## src/rtl/accu_frame_if.sv

```systemverilog
// Stream bundle for the frame accumulator: sample input, frame-sum output,
// frame length, abort and progress count.
interface accu_frame_if #(
    parameter int DATA_W = 8,
    parameter int CNT_W  = 5
);
    localparam int SUM_W = DATA_W + CNT_W;

    logic [CNT_W-1:0]  cfg_n;
    logic              clear;
    logic [DATA_W-1:0] in_data;
    logic              in_valid;
    logic              in_ready;
    logic [SUM_W-1:0]  out_data;
    logic              out_valid;
    logic              out_ready;
    logic [CNT_W-1:0]  acc_count;

    modport master (
        output cfg_n, clear, in_data, in_valid, out_ready,
        input  in_ready, out_data, out_valid, acc_count
    );

    modport slave (
        input  cfg_n, clear, in_data, in_valid, out_ready,
        output in_ready, out_data, out_valid, acc_count
    );
endinterface

```

## src/rtl/accu_frame.sv

```systemverilog
// Programmable-length frame accumulator: sums 1..MAX_N beats into a full-width
// result held in an output register with valid/ready handoff.
module accu_frame #(
    parameter int DATA_W = 8,
    parameter int MAX_N  = 16,
    parameter bit SIGNED = 1'b0
) (
    input  logic         clk,
    input  logic         rst_n,
    accu_frame_if.slave  bus
);
    localparam int CNT_W = $clog2(MAX_N + 1);
    localparam int SUM_W = DATA_W + CNT_W;
    localparam logic [CNT_W-1:0] MAX_LEN = CNT_W'(MAX_N);

    // Widen a sample to the result width; the fill bit is the sample MSB only in signed mode.
    function automatic logic signed [SUM_W-1:0] ext(input logic [DATA_W-1:0] d);
        logic fill;
        fill = SIGNED & d[DATA_W-1];
        return {{CNT_W{fill}}, d};
    endfunction

    logic [CNT_W-1:0]        r_count_p0;
    logic [CNT_W-1:0]        r_len_p0;
    logic signed [SUM_W-1:0] r_sum_p0;
    logic signed [SUM_W-1:0] r_out_data_p1;
    logic                    r_vld_p1;

    logic [CNT_W-1:0]        w_cfg_eff;
    logic [CNT_W-1:0]        w_n_eff;
    logic                    w_last;
    logic                    w_in_ready;
    logic                    w_accept;
    logic                    w_out_take;
    logic signed [SUM_W-1:0] w_sum_next;

    assign w_cfg_eff  = (bus.cfg_n == '0 || bus.cfg_n > MAX_LEN) ? MAX_LEN : bus.cfg_n;
    // The first beat of a frame must see the length it is about to latch.
    assign w_n_eff    = (r_count_p0 == '0) ? w_cfg_eff : r_len_p0;
    assign w_last     = (r_count_p0 + CNT_W'(1)) == w_n_eff;
    assign w_out_take = r_vld_p1 && bus.out_ready;
    assign w_in_ready = !bus.clear && !(r_vld_p1 && !bus.out_ready && w_last);
    assign w_accept   = bus.in_valid && w_in_ready;
    assign w_sum_next = r_sum_p0 + ext(bus.in_data);

    // Stage p0: running count/sum of the partial frame
    always_ff @(posedge clk or negedge rst_n) begin
        if (!rst_n) begin
            r_count_p0 <= '0;
            r_len_p0   <= '0;
            r_sum_p0   <= '0;
        end else if (bus.clear) begin
            r_count_p0 <= '0;
            r_sum_p0   <= '0;
        end else if (w_accept) begin
            if (r_count_p0 == '0) begin
                r_len_p0 <= w_cfg_eff;
            end
            if (w_last) begin
                r_count_p0 <= '0;
                r_sum_p0   <= '0;
            end else begin
                r_count_p0 <= r_count_p0 + CNT_W'(1);
                r_sum_p0   <= w_sum_next;
            end
        end
    end

    // Stage p1: result register, reloaded in the same edge it is consumed
    always_ff @(posedge clk or negedge rst_n) begin
        if (!rst_n) begin
            r_out_data_p1 <= '0;
            r_vld_p1      <= 1'b0;
        end else if (w_accept && w_last) begin
            r_out_data_p1 <= w_sum_next;
            r_vld_p1      <= 1'b1;
        end else if (w_out_take) begin
            r_vld_p1      <= 1'b0;
        end
    end

    assign bus.in_ready  = w_in_ready;
    assign bus.out_data  = r_out_data_p1;
    assign bus.out_valid = r_vld_p1;
    assign bus.acc_count = r_count_p0;
endmodule

```

## src/flat_wrapper.sv

```systemverilog
// flat-port wrapper written by rule: the top's interface ports become plain ports
module accu_frame_flat 
#(
    parameter int DATA_W = 8,
    parameter int MAX_N  = 16,
    parameter bit SIGNED = 1'b0
)
  (clk, rst_n, bus_cfg_n, bus_clear, bus_in_data, bus_in_valid, bus_out_ready, bus_in_ready, bus_out_data, bus_out_valid, bus_acc_count);
  accu_frame_if #(.DATA_W(DATA_W), .CNT_W((5))) bus_i ();
  input  logic clk;
  input  logic rst_n;
  input wire logic [$bits(bus_i.cfg_n)-1:0] bus_cfg_n;
  input wire logic [$bits(bus_i.clear)-1:0] bus_clear;
  input wire logic [$bits(bus_i.in_data)-1:0] bus_in_data;
  input wire logic [$bits(bus_i.in_valid)-1:0] bus_in_valid;
  input wire logic [$bits(bus_i.out_ready)-1:0] bus_out_ready;
  output wire logic [$bits(bus_i.in_ready)-1:0] bus_in_ready;
  output wire logic [$bits(bus_i.out_data)-1:0] bus_out_data;
  output wire logic [$bits(bus_i.out_valid)-1:0] bus_out_valid;
  output wire logic [$bits(bus_i.acc_count)-1:0] bus_acc_count;
  assign bus_i.cfg_n = bus_cfg_n;
  assign bus_i.clear = bus_clear;
  assign bus_i.in_data = bus_in_data;
  assign bus_i.in_valid = bus_in_valid;
  assign bus_i.out_ready = bus_out_ready;
  assign bus_in_ready = bus_i.in_ready;
  assign bus_out_data = bus_i.out_data;
  assign bus_out_valid = bus_i.out_valid;
  assign bus_acc_count = bus_i.acc_count;
  accu_frame #(.DATA_W(DATA_W), .MAX_N(MAX_N), .SIGNED(SIGNED)) u_core (.clk(clk), .rst_n(rst_n), .bus(bus_i));
endmodule
```

## config.mk

```make
export PLATFORM = sky130hd
export DESIGN_NAME = accu_frame_flat
export DESIGN_NICKNAME = d
export VERILOG_FILES = /design/src/rtl/accu_frame_if.sv /design/src/rtl/accu_frame.sv /design/src/flat_wrapper.sv
export SDC_FILE = /design/constraint.sdc
export NUM_CORES = 1
export LEC_CHECK = 0
export CORE_ASPECT_RATIO = 1.2
export CORE_MARGIN = 3
export CORE_UTILIZATION = 50
export CTS_CLUSTER_DIAMETER = 150
export DETAILED_ROUTE_END_ITERATION = 12
export GPL_ROUTABILITY_DRIVEN = 0
export GPL_TIMING_DRIVEN = 0
export HOLD_SLACK_MARGIN = 0.12
export PLACE_DENSITY = 0.77
export SYNTH_ARGS = -nofsm -noshare
export SYNTH_HDL_FRONTEND = slang
export SYNTH_SLANG_ARGS = --single-unit
```

## constraint.sdc

```tcl
create_clock -name clk -period 3 [get_ports clk]
set_input_delay 0.45 -clock clk [delete_from_list [all_inputs] [get_ports clk]]
set_output_delay 0.45 -clock clk [all_outputs]
set_load 0.05 [all_outputs]
```

After elaboration in Yosys (flattened, before gate mapping)
Index checks and enable logic that the tools add are counted.
{ "classes": {"shift": 0, "n_addsub": 2, "reduce_logical": 15, "n_mul": 0, "div_mod_pow": 0, "muxes": 10, "n_eq_ne": 1, "n_bitwise": 1, "n_lt_le_gt_ge": 1} }
{ "op_table": {"columns": ["cell", "count"], "rows": [
  ["two-way mux 13 bit", 3],
  ["two-way mux 5 bit", 5],
  ["adder 13 x 9 -> 13 bit", 1],
  ["zero test 5 bit", 2],
  ["logical AND 1 bit", 6],
  ["adder 5 x 1 -> 5 bit (second input constant)", 1],
  ["== test 5 bit", 1],
  ["> comparator 5 bit (second input constant)", 1],
  ["nonzero test 2 bit", 2],
  ["zero test 1 bit", 3],
  ["two-way mux 1 bit", 2],
  ["AND reduction 2 bit", 1],
  ["logical OR 1 bit", 1],
  ["inverter 1 bit", 1]
]} }
{ "totals": {"elab_cells": 35, "mem_bits_ro": 0, "latchBits": 0, "in_bits": 18, "out_inout_bits": 20, "mem_count": 0, "register_bits": 37, "ram_bits": 0} }

Depth between registers and ports, before layout
Gate-level depths: netlist of the first run.
{ "logic_depth": {"depth_word": 11, "ltp_mapped": 9, "ltp_nobuf": 9} }

Worst setup path before layout of the first run
Ideal clock, no wire load.
{ "synth_path": {"path_kind": "input to output", "start": "input bus_cfg_n[1]", "end": "output bus_in_ready", "n_path_buf": 0, "arrival_time_ns": 2.772, "slack_ns": -0.222, "required_time_ns": 2.550, "stages": 8, "cell_sequence": "or4_1 ha_1 nor2b_1 mux2i_1 xor2_1 nand2_1 nor2_1 a21oi_1"} }
{ "synth_via": {"elab_chain_cells": 8, "word_cells_on_any_way": 9, "cone_classes": "order compare (1); eq/ne (1); mux (2); reduce/logical (5)"} }
{ "synth_rtl": {"columns": ["item", "line", "source"], "rows": [
  ["start, declared", "flat_wrapper.sv:12", "input wire logic [$bits(bus_i.cfg_n)-1:0] bus_cfg_n;"],
  ["> comparator 5 bit or zero test 5 bit (tied branches)", "accu_frame.sv:37", "assign w_cfg_eff = (bus.cfg_n == '0 || bus.cfg_n > MAX_LEN) ? MAX_LEN : bus.cfg_n;"],
  ["logical OR 1 bit", "accu_frame.sv:37", null],
  ["two-way mux 5 bit *", "accu_frame.sv:37", null],
  ["two-way mux 5 bit *", "accu_frame.sv:39", "assign w_n_eff = (r_count_p0 == '0) ? w_cfg_eff : r_len_p0;"],
  ["== test 5 bit *", "accu_frame.sv:40", "assign w_last = (r_count_p0 + CNT_W'(1)) == w_n_eff;"],
  ["logical AND 1 bit *", "accu_frame.sv:42", "assign w_in_ready = !bus.clear && !(r_vld_p1 && !bus.out_ready && w_last);"],
  ["zero test 1 bit *", "accu_frame.sv:42", null],
  ["logical AND 1 bit *", "accu_frame.sv:42", null],
  ["end, declared", "flat_wrapper.sv:17", "output wire logic [$bits(bus_i.in_ready)-1:0] bus_in_ready;"]
]} }
Every way passes the cells marked *; elsewhere a longest branch is shown, timed or not.

Worst setup path after layout of the first run
{ "layout_path": {"start": "input bus_cfg_n[3]", "end": "register u_core.r_out_data_p1[5] (netlist: u_core.bus.out_data[5])"} }
{ "layout_via": {"elab_chain_cells": 10, "word_cells_on_any_way": 11, "cone_classes": "order compare (1); eq/ne (1); mux (2); reduce/logical (7)"} }
{ "layout_rtl": {"columns": ["item", "line", "source"], "rows": [
  ["> comparator 5 bit or zero test 5 bit (tied branches)", "accu_frame.sv:37", null],
  ["logical OR 1 bit", "accu_frame.sv:37", null],
  ["two-way mux 5 bit *", "accu_frame.sv:37", null],
  ["two-way mux 5 bit *", "accu_frame.sv:39", null],
  ["== test 5 bit *", "accu_frame.sv:40", null],
  ["logical AND 1 bit", "accu_frame.sv:42", null],
  ["zero test 1 bit", "accu_frame.sv:42", null],
  ["logical AND 1 bit", "accu_frame.sv:42", null],
  ["logical AND 1 bit", "accu_frame.sv:43", "assign w_accept = bus.in_valid && w_in_ready;"],
  ["logical AND 1 bit *", "accu_frame.sv:74", "end else if (w_accept && w_last) begin"],
  ["end signal, assigned", "accu_frame.sv:75", "r_out_data_p1 <= w_sum_next;"],
  ["end, declared", "accu_frame.sv:26", "logic signed [SUM_W-1:0] r_out_data_p1;"]
]} }
Marks and branches as above.
A chain may end at the register's enable or synchronous reset.

==> results of run 1 <==
## sequential cells by signal, summed over array words and instances (netlist names)
name	cells
u_core.bus.out_valid	1
u_core.r_sum_p0	13
u_core.bus.acc_count	5
u_core.r_len_p0	5
u_core.bus.out_data	13
## kinds of logic after synthesis
logic type,share of synthesized area [%]
AO/OA/AOI/OAI,18.2
AND/OR/NAND/NOR,14.2
flip-flops,39.9
multiplexers,11.3
XOR/XNOR,6.42
buffers and inverters,3.08
adder cells (fa/ha/maj),6.80
## path summary, 6_finish.rpt
path | startpoint | slack [ns] | to
worst min register to register | u_core.bus.out_data[10]$_DFFE_PN0P_ | 0.48 | u_core.bus.out_data[10]$_DFFE_PN0P_
min in group clk | u_core.bus.out_data[10]$_DFFE_PN0P_ | 0.48 | u_core.bus.out_data[10]$_DFFE_PN0P_
worst max register to register | u_core.bus.acc_count[0]$_DFFE_PN0P_ | 0.11 | u_core.bus.out_data[5]$_DFFE_PN0P_
max in group asynchronous | rst_n | 2.22 | u_core.r_sum_p0[7]$_DFFE_PN0P_
worst max-delay path | bus_cfg_n[3] | 0.06 | u_core.bus.out_data[5]$_DFFE_PN0P_
worst min-delay path | rst_n | 0.24 | u_core.r_len_p0[0]$_DFFE_PN0P_
## power groups by stage
stage	registers (mW)	logic, mW	clock network [mW]
4_1_cts	0.647	0.821	0.345
5_1_grt	0.662	0.933	0.364
3_3_place_gp	0.652	0.752	0
3_5_place_dp	0.656	0.758	0
6_report	0.648	0.871	0.339
2_1_floorplan	0.851	0.331	0
## layout by cell type, fill, tap and decap left out, types with 3 or more instances in the layout
master / n
a21oi_1: 4
a22o_1: 9
buf_4: 11
buf_6: 5
clkbuf_1: 6
clkbuf_8: 5
clkdlybuf4s50_1: 31
dfrtp_1: 37
ha_1: 10
inv_1: 9
mux2_1: 6
mux2_2: 9
mux2_4: 3
mux2i_1: 5
nand2_1: 5
nand2b_1: 6
nand3_1: 3
nor2_1: 8
nor2b_1: 7
nor3_1: 3
o21a_1: 3
o21ai_0: 6
o2bb2ai_1: 3
o32a_1: 3
or2_2: 6
xnor2_1: 10
xor2_1: 7
## per-stage QoR
| stage | std cells | total power, mW | hold WS [ns] |
|---|---|---|---|
| finish | 327 | 1.86 | 0.244 |
| global route | 327 | 1.96 | 0.323 |
| CTS | 322 | 1.81 | 0.293 |
| detailed placement | 305 | 1.41 | 0.474 |
| global placement | 305 | 1.40 | 0.467 |
| floorplan | 212 | 1.18 | 0.154 |
## metal layers
metal	track usage, %	share of wire, %	up-vias
li1	-	-	904
met1	27.7	44	918
met2	32.0	48	48
met3	4.20	5.5	10
met4	6.36	1.9	0
met5	0	0	-
## what timing repair did
item                                    4_1_cts  5_1_grt
cloned                                        1        0
gates resized for setup                      23       12
endpoints found under the setup margin       29       38
setup buffers                                 8        5
pin swaps                                     8        9
## area by class of cell
| class | count | share of cell area [%] |
|---|---|---|
| Buffer | 7 | 1.48 |
| Clock inverter | 2 | 0.330 |
| Clock buffer | 6 | 2.39 |
| Sequential cell | 37 | 30.5 |
| Tap cell | 56 | 2.31 |
| Inverter | 9 | 1.11 |
| Multi-Input combinational cell | 159 | 46.0 |
| Timing Repair Buffer | 51 | 15.8 |
## cell usage after synthesis (5+ instances only)
master and n:
nor2b_1 9, dfrtp_1 37, nor2_1 9, nand2b_1 6
mux2_1 9, a22o_1 9, ha_1 11, xor2_1 7
mux2_2 9, o21ai_0 8, clkbuf_1 5, nand2_1 6
inv_1 9, xnor2_1 10, a21oi_1 5, or2_2 6
mux2i_1 6
==> results.ini, run 1 <==
[yosys]
syn_area_um2 = 2320
synth_edf_count = 0
async_flop_share_pct = 100
syn-instance-count = 212
syn_avg_cell_area_um2 = 10.9
synth_top_area_share_pct = 39.9
synth_seq_cells = 37
syn_nets = 242
yosysWarnings = 0
synth_top_area_cell = dfrtp_1
synth_area_leaders = dfrtp_1, ha_1, mux2_1, mux2_2, xnor2_1
synth_ff_type = dfrtp_1
yosys.cell_types.count = 49
ys_seq_area_share_pct = 39.9

[drt]
drc = 0
ant_nets = 0
dr.first_iter.drc_count = 126
num_vias = 1880
wl_um = 5180
wl_per_cell_um = 15.8
drtPass1Iterations = 5
routed_via_density = 5.75

[sta]
fin_crit_ns = 2.94
tightest_slew_ns = 0.825
maxSlewViolCount = 0
tns_ns = 0
final.period_utilization_pct = 97.9
timing.fmax_mhz = 341
hold_violations = 0
setup_ws_ns = 0.0639
max_slew_margin_pct = 45.0
finalSetupViolCount = 0
skew_ns = 0.00777

[power]
powerDensity_nw_per_um2 = 612
swShare_pct = 39.8
p_seq_share_pct = 34.9
clkPwrFrac_pct = 18.3
power_switching_mw = 0.740
power_frac_comb_pct = 46.9
max-vdd-ir-drop_mv = 0.537
p_leak_nw = 1.33
internal_power_mw = 1.12

[run_status]
status = complete, no violations

[clocking]
cts_max_level = 2
cts_tree = yes
cts.sinks = 37
cts_root_buffer = clkbuf_8
clk_path_buf_depth = 2
clk_pin_slew_worst_paths_ns = 0.07
clk_latency_ns = 0.29
cts_buffers = 5
hold_buffers = 0

[final_layout]
drive_above_1_share_pct = 21.4
finish.net_count = 300
fill_cells = 347
finish.utilization_pct = 69.6
ff_latch_area_um2 = 926
design_area_um2 = 3040
antennaDiodeCount = 0
area_growth_pct = 30.9
multi_input_comb_area_um2 = 1400

[global_routing]
grt_pass1_wl_um = 8470
grt-ovfl-total = 0
grt_max_degree = 38
antenna_found_initial = 0
grt_usage_pct = 20.3
grt_pass1_vias = 1824

[job]
maxCapViolCount = 0

[floorplanning]
core-area_um2 = 4360
die_y_um = 80.6
die_area_um2 = 5490
initial_utilization_pct = 53.2
die_width_um = 68.2
rows = 26
ioPinCount = 38

[worst_setup_path]
crit_slowest_cell = or4_4
setup.worst_path.class = primary input to flip-flop
crit_path_start_kind = primary input
path_buf_inv = 4
cpPeakStageDelay_ns = 0.49
crit_arrival_ns = 3.10
cp_max_fo = 5
crit_family = simple AND/OR/NAND/NOR gates
cp-end-kind = flip-flop
required_ns = 3.17
path_cells = dlygate4sd2_1 > or4_4 > ha_4 > nor2b_4 > mux2i_1 > xor2_1 > nand2_2 > buf_6 > nor4_4 > buf_4 > buf_8 > mux2_1
reg2regPathDepth = 13
crit_cells = 12

[placement]
io_buffers = 37
placed_area_um2 = 2760
hpwl_um = 3510
place_ws_ns = -0.989

[min_path]
hold_path_class = primary input to async pin

(Power assumes the default switching activity.)
==> run 2, diff against run 1 <==
--- a/config.mk
+++ b/config.mk
@@ -7,13 +7,13 @@
 export LEC_CHECK = 0
 export CORE_ASPECT_RATIO = 1.2
 export CORE_MARGIN = 3
-export CORE_UTILIZATION = 50
+export CORE_UTILIZATION = 40
 export CTS_CLUSTER_DIAMETER = 150
 export DETAILED_ROUTE_END_ITERATION = 12
 export GPL_ROUTABILITY_DRIVEN = 0
 export GPL_TIMING_DRIVEN = 0
 export HOLD_SLACK_MARGIN = 0.12
-export PLACE_DENSITY = 0.77
+export PLACE_DENSITY = 0.64
 export SYNTH_ARGS = -nofsm -noshare
 export SYNTH_HDL_FRONTEND = slang
 export SYNTH_SLANG_ARGS = --single-unit
==> run 2 against run 1 <==
Effect of this change: register-to-register slack better by 0.04 ns; largest cell class unchanged; non-clock buffer count up 3; first-iteration DRC count down 20%; die area up 23%; critical path depth unchanged; routed wire length up 2.0%; highest routed layer unchanged.
==> results.ini, run 2 (synthesis results as in run 1) <==
[run_status]
status = complete, no violations

[clocking]
cts_tree = yes
clk_path_buf_depth = 2
hold_buffers = 0
cts_max_level = 2
cts_root_buffer = clkbuf_8
clk_pin_slew_worst_paths_ns = 0.08
cts.sinks = 37
cts_buffers = 5
clk_latency_ns = 0.29

[drt]
dr.first_iter.drc_count = 101
wl_um = 5280
ant_nets = 0
routed_via_density = 5.61
num_vias = 1879
drtPass1Iterations = 4
drc = 0
wl_per_cell_um = 15.8

[worst_setup_path]
crit_path_start_kind = primary input
path_cells = dlygate4sd2_1 > or4_4 > ha_4 > nor2b_4 > mux2i_2 > xnor2_1 > nand3_2 > buf_6 > buf_6 > o311ai_4 > buf_4 > mux2_2
cp-end-kind = flip-flop
reg2reg_from = u_core.bus.acc_count[2]$_DFFE_PN0P_
setup.worst_path.class = primary input to flip-flop
reg2regPathDepth = 11
cp_max_fo = 4
crit_arrival_ns = 3.07
cpPeakStageDelay_ns = 0.43
crit_path_frequent_cell = buf_6
critPathLaunch = bus_cfg_n[2]
crit_slowest_cell = or4_4
required_ns = 3.17

[final_layout]
area_growth_pct = 32.3
final_cell_mix = dfrtp_1, clkdlybuf4s50_1, buf_4, xnor2_1, ha_1
final_common_cell = dfrtp_1
antennaDiodeCount = 0
finish.net_count = 303
drive_above_1_share_pct = 24.2

[global_routing]
grt_pass1_wl_um = 8850
grt-ovfl-total = 0
grt_max_degree = 38
antenna_found_initial = 0
grt_pass1_vias = 1874
grt_usage_pct = 17.0

[sta]
maxSlewViolCount = 0
max_slew_margin_pct = 44.1
final.period_utilization_pct = 96.8
whs_ns = 0.259
setup_ws_ns = 0.0945
hold_violations = 0
skew_ns = 0.0110
timing.fmax_mhz = 344
rsz0062_at_grt = no
fin_crit_ns = 2.91
finalSetupViolCount = 0
tightest_slew_ns = 0.839

[power]
clkPwrFrac_pct = 19.0
max-vdd-ir-drop_mv = 0.486
internal_power_mw = 1.14
p_seq_share_pct = 34.5
power_frac_comb_pct = 46.5
p_leak_nw = 1.35
power_switching_mw = 0.735
swShare_pct = 39.2
powerDensity_nw_per_um2 = 612

[placement]
hpwl_um = 3630
place_ws_ns = -1.01
io_buffers = 37

[floorplanning]
core-area_um2 = 5440
initial_utilization_pct = 42.6
ioPinCount = 38
die_width_um = 75.5
die_area_um2 = 6750
die_y_um = 89.4
rows = 29

[job]
maxCapViolCount = 0

[min_path]
hold_path_class = primary input to async pin

-- run 2: cell count changes in the layout (fill, tap and decap cells not counted), sizes merged --
cell	change
clkinvlp	+1
dlygate4sd2	-1
clkdlybuf4s15	-2
buf	+4
clkinv	-2
clkbuf	+2
-- run 2: final cells by class --
class / instances / area, um^2
fillers: 465 / 2370
multi-input cells: 159 / 1410
flip-flops and latches: 37 / 927
repair buffers: 55 / 497
clock buffers: 6 / 82.6
well taps: 62 / 77.6
plain buffers: 6 / 37.5
inverters: 9 / 33.8
clock inverters: 1 / 7.51
-- run 2: routing by layer --
layer / vias up / share of wire [%] / track usage, %
met2: 42 / 50 / 27.9
met5: - / 0 / 0
met3: 5 / 4.2 / 4.16
met4: 0 / 1.0 / 4.61
met1: 919 / 44 / 22.3
li1: 913 / - / -
-- run 2: what timing repair did --
action | 4_1_cts | 5_1_grt
buffers inserted | 13 | 5
resized for setup | 25 | 15
pin swaps | 9 | 6
setup endpoints to repair | 36 | 27
-- run 2: worst paths after layout --
path,endpoint,slack (ns)
max,u_core.r_len_p0[2]$_DFFE_PN0P_,0.09
min,u_core.bus.out_data[10]$_DFFE_PN0P_,0.26
max reg2reg,u_core.r_len_p0[2]$_DFFE_PN0P_,0.15
min reg2reg,u_core.bus.out_data[4]$_DFFE_PN0P_,0.49
max in group asynchronous,u_core.bus.acc_count[0]$_DFFE_PN0P_,2.15
min in group clk,u_core.bus.out_data[4]$_DFFE_PN0P_,0.49
-- run 2: power by group through the flow --
stage | logic [mW] | clock network (mW) | registers [mW]
6_report | 0.873 | 0.356 | 0.647
5_1_grt | 0.937 | 0.391 | 0.659
4_1_cts | 0.843 | 0.375 | 0.647
3_5_place_dp | 0.758 | 0 | 0.656
3_3_place_gp | 0.755 | 0 | 0.653
2_1_floorplan | 0.331 | 0 | 0.851
-- run 2: through the flow --
| stage | utilization, % | instance area (um^2) | instances | power, mW | TNS, ns |
|---|---|---|---|---|---|
| CTS | 55.3 | 3010 | 330 | 1.87 | 0 |
| global placement | 50.9 | 2770 | 311 | 1.41 | -18.24 |
| floorplan | - | 2320 | 212 | 1.18 | 0 |
| detailed placement | 50.8 | 2770 | 311 | 1.41 | -19.26 |
| finish | 56.4 | 3070 | 335 | 1.88 | 0 |
| global route | 56.4 | 3070 | 335 | 1.99 | 0 |
-- run 2: critical path, delay by kind of cell --
family / cells / cell delay (ns)
buffers and inverters: 4 / 0.71
multiplexers: 2 / 0.48
AND/OR/NAND/NOR: 3 / 0.66
XOR/XNOR: 1 / 0.17
AO/OA/AOI/OAI: 1 / 0.30
adder cells (fa/ha/maj): 1 / 0.30
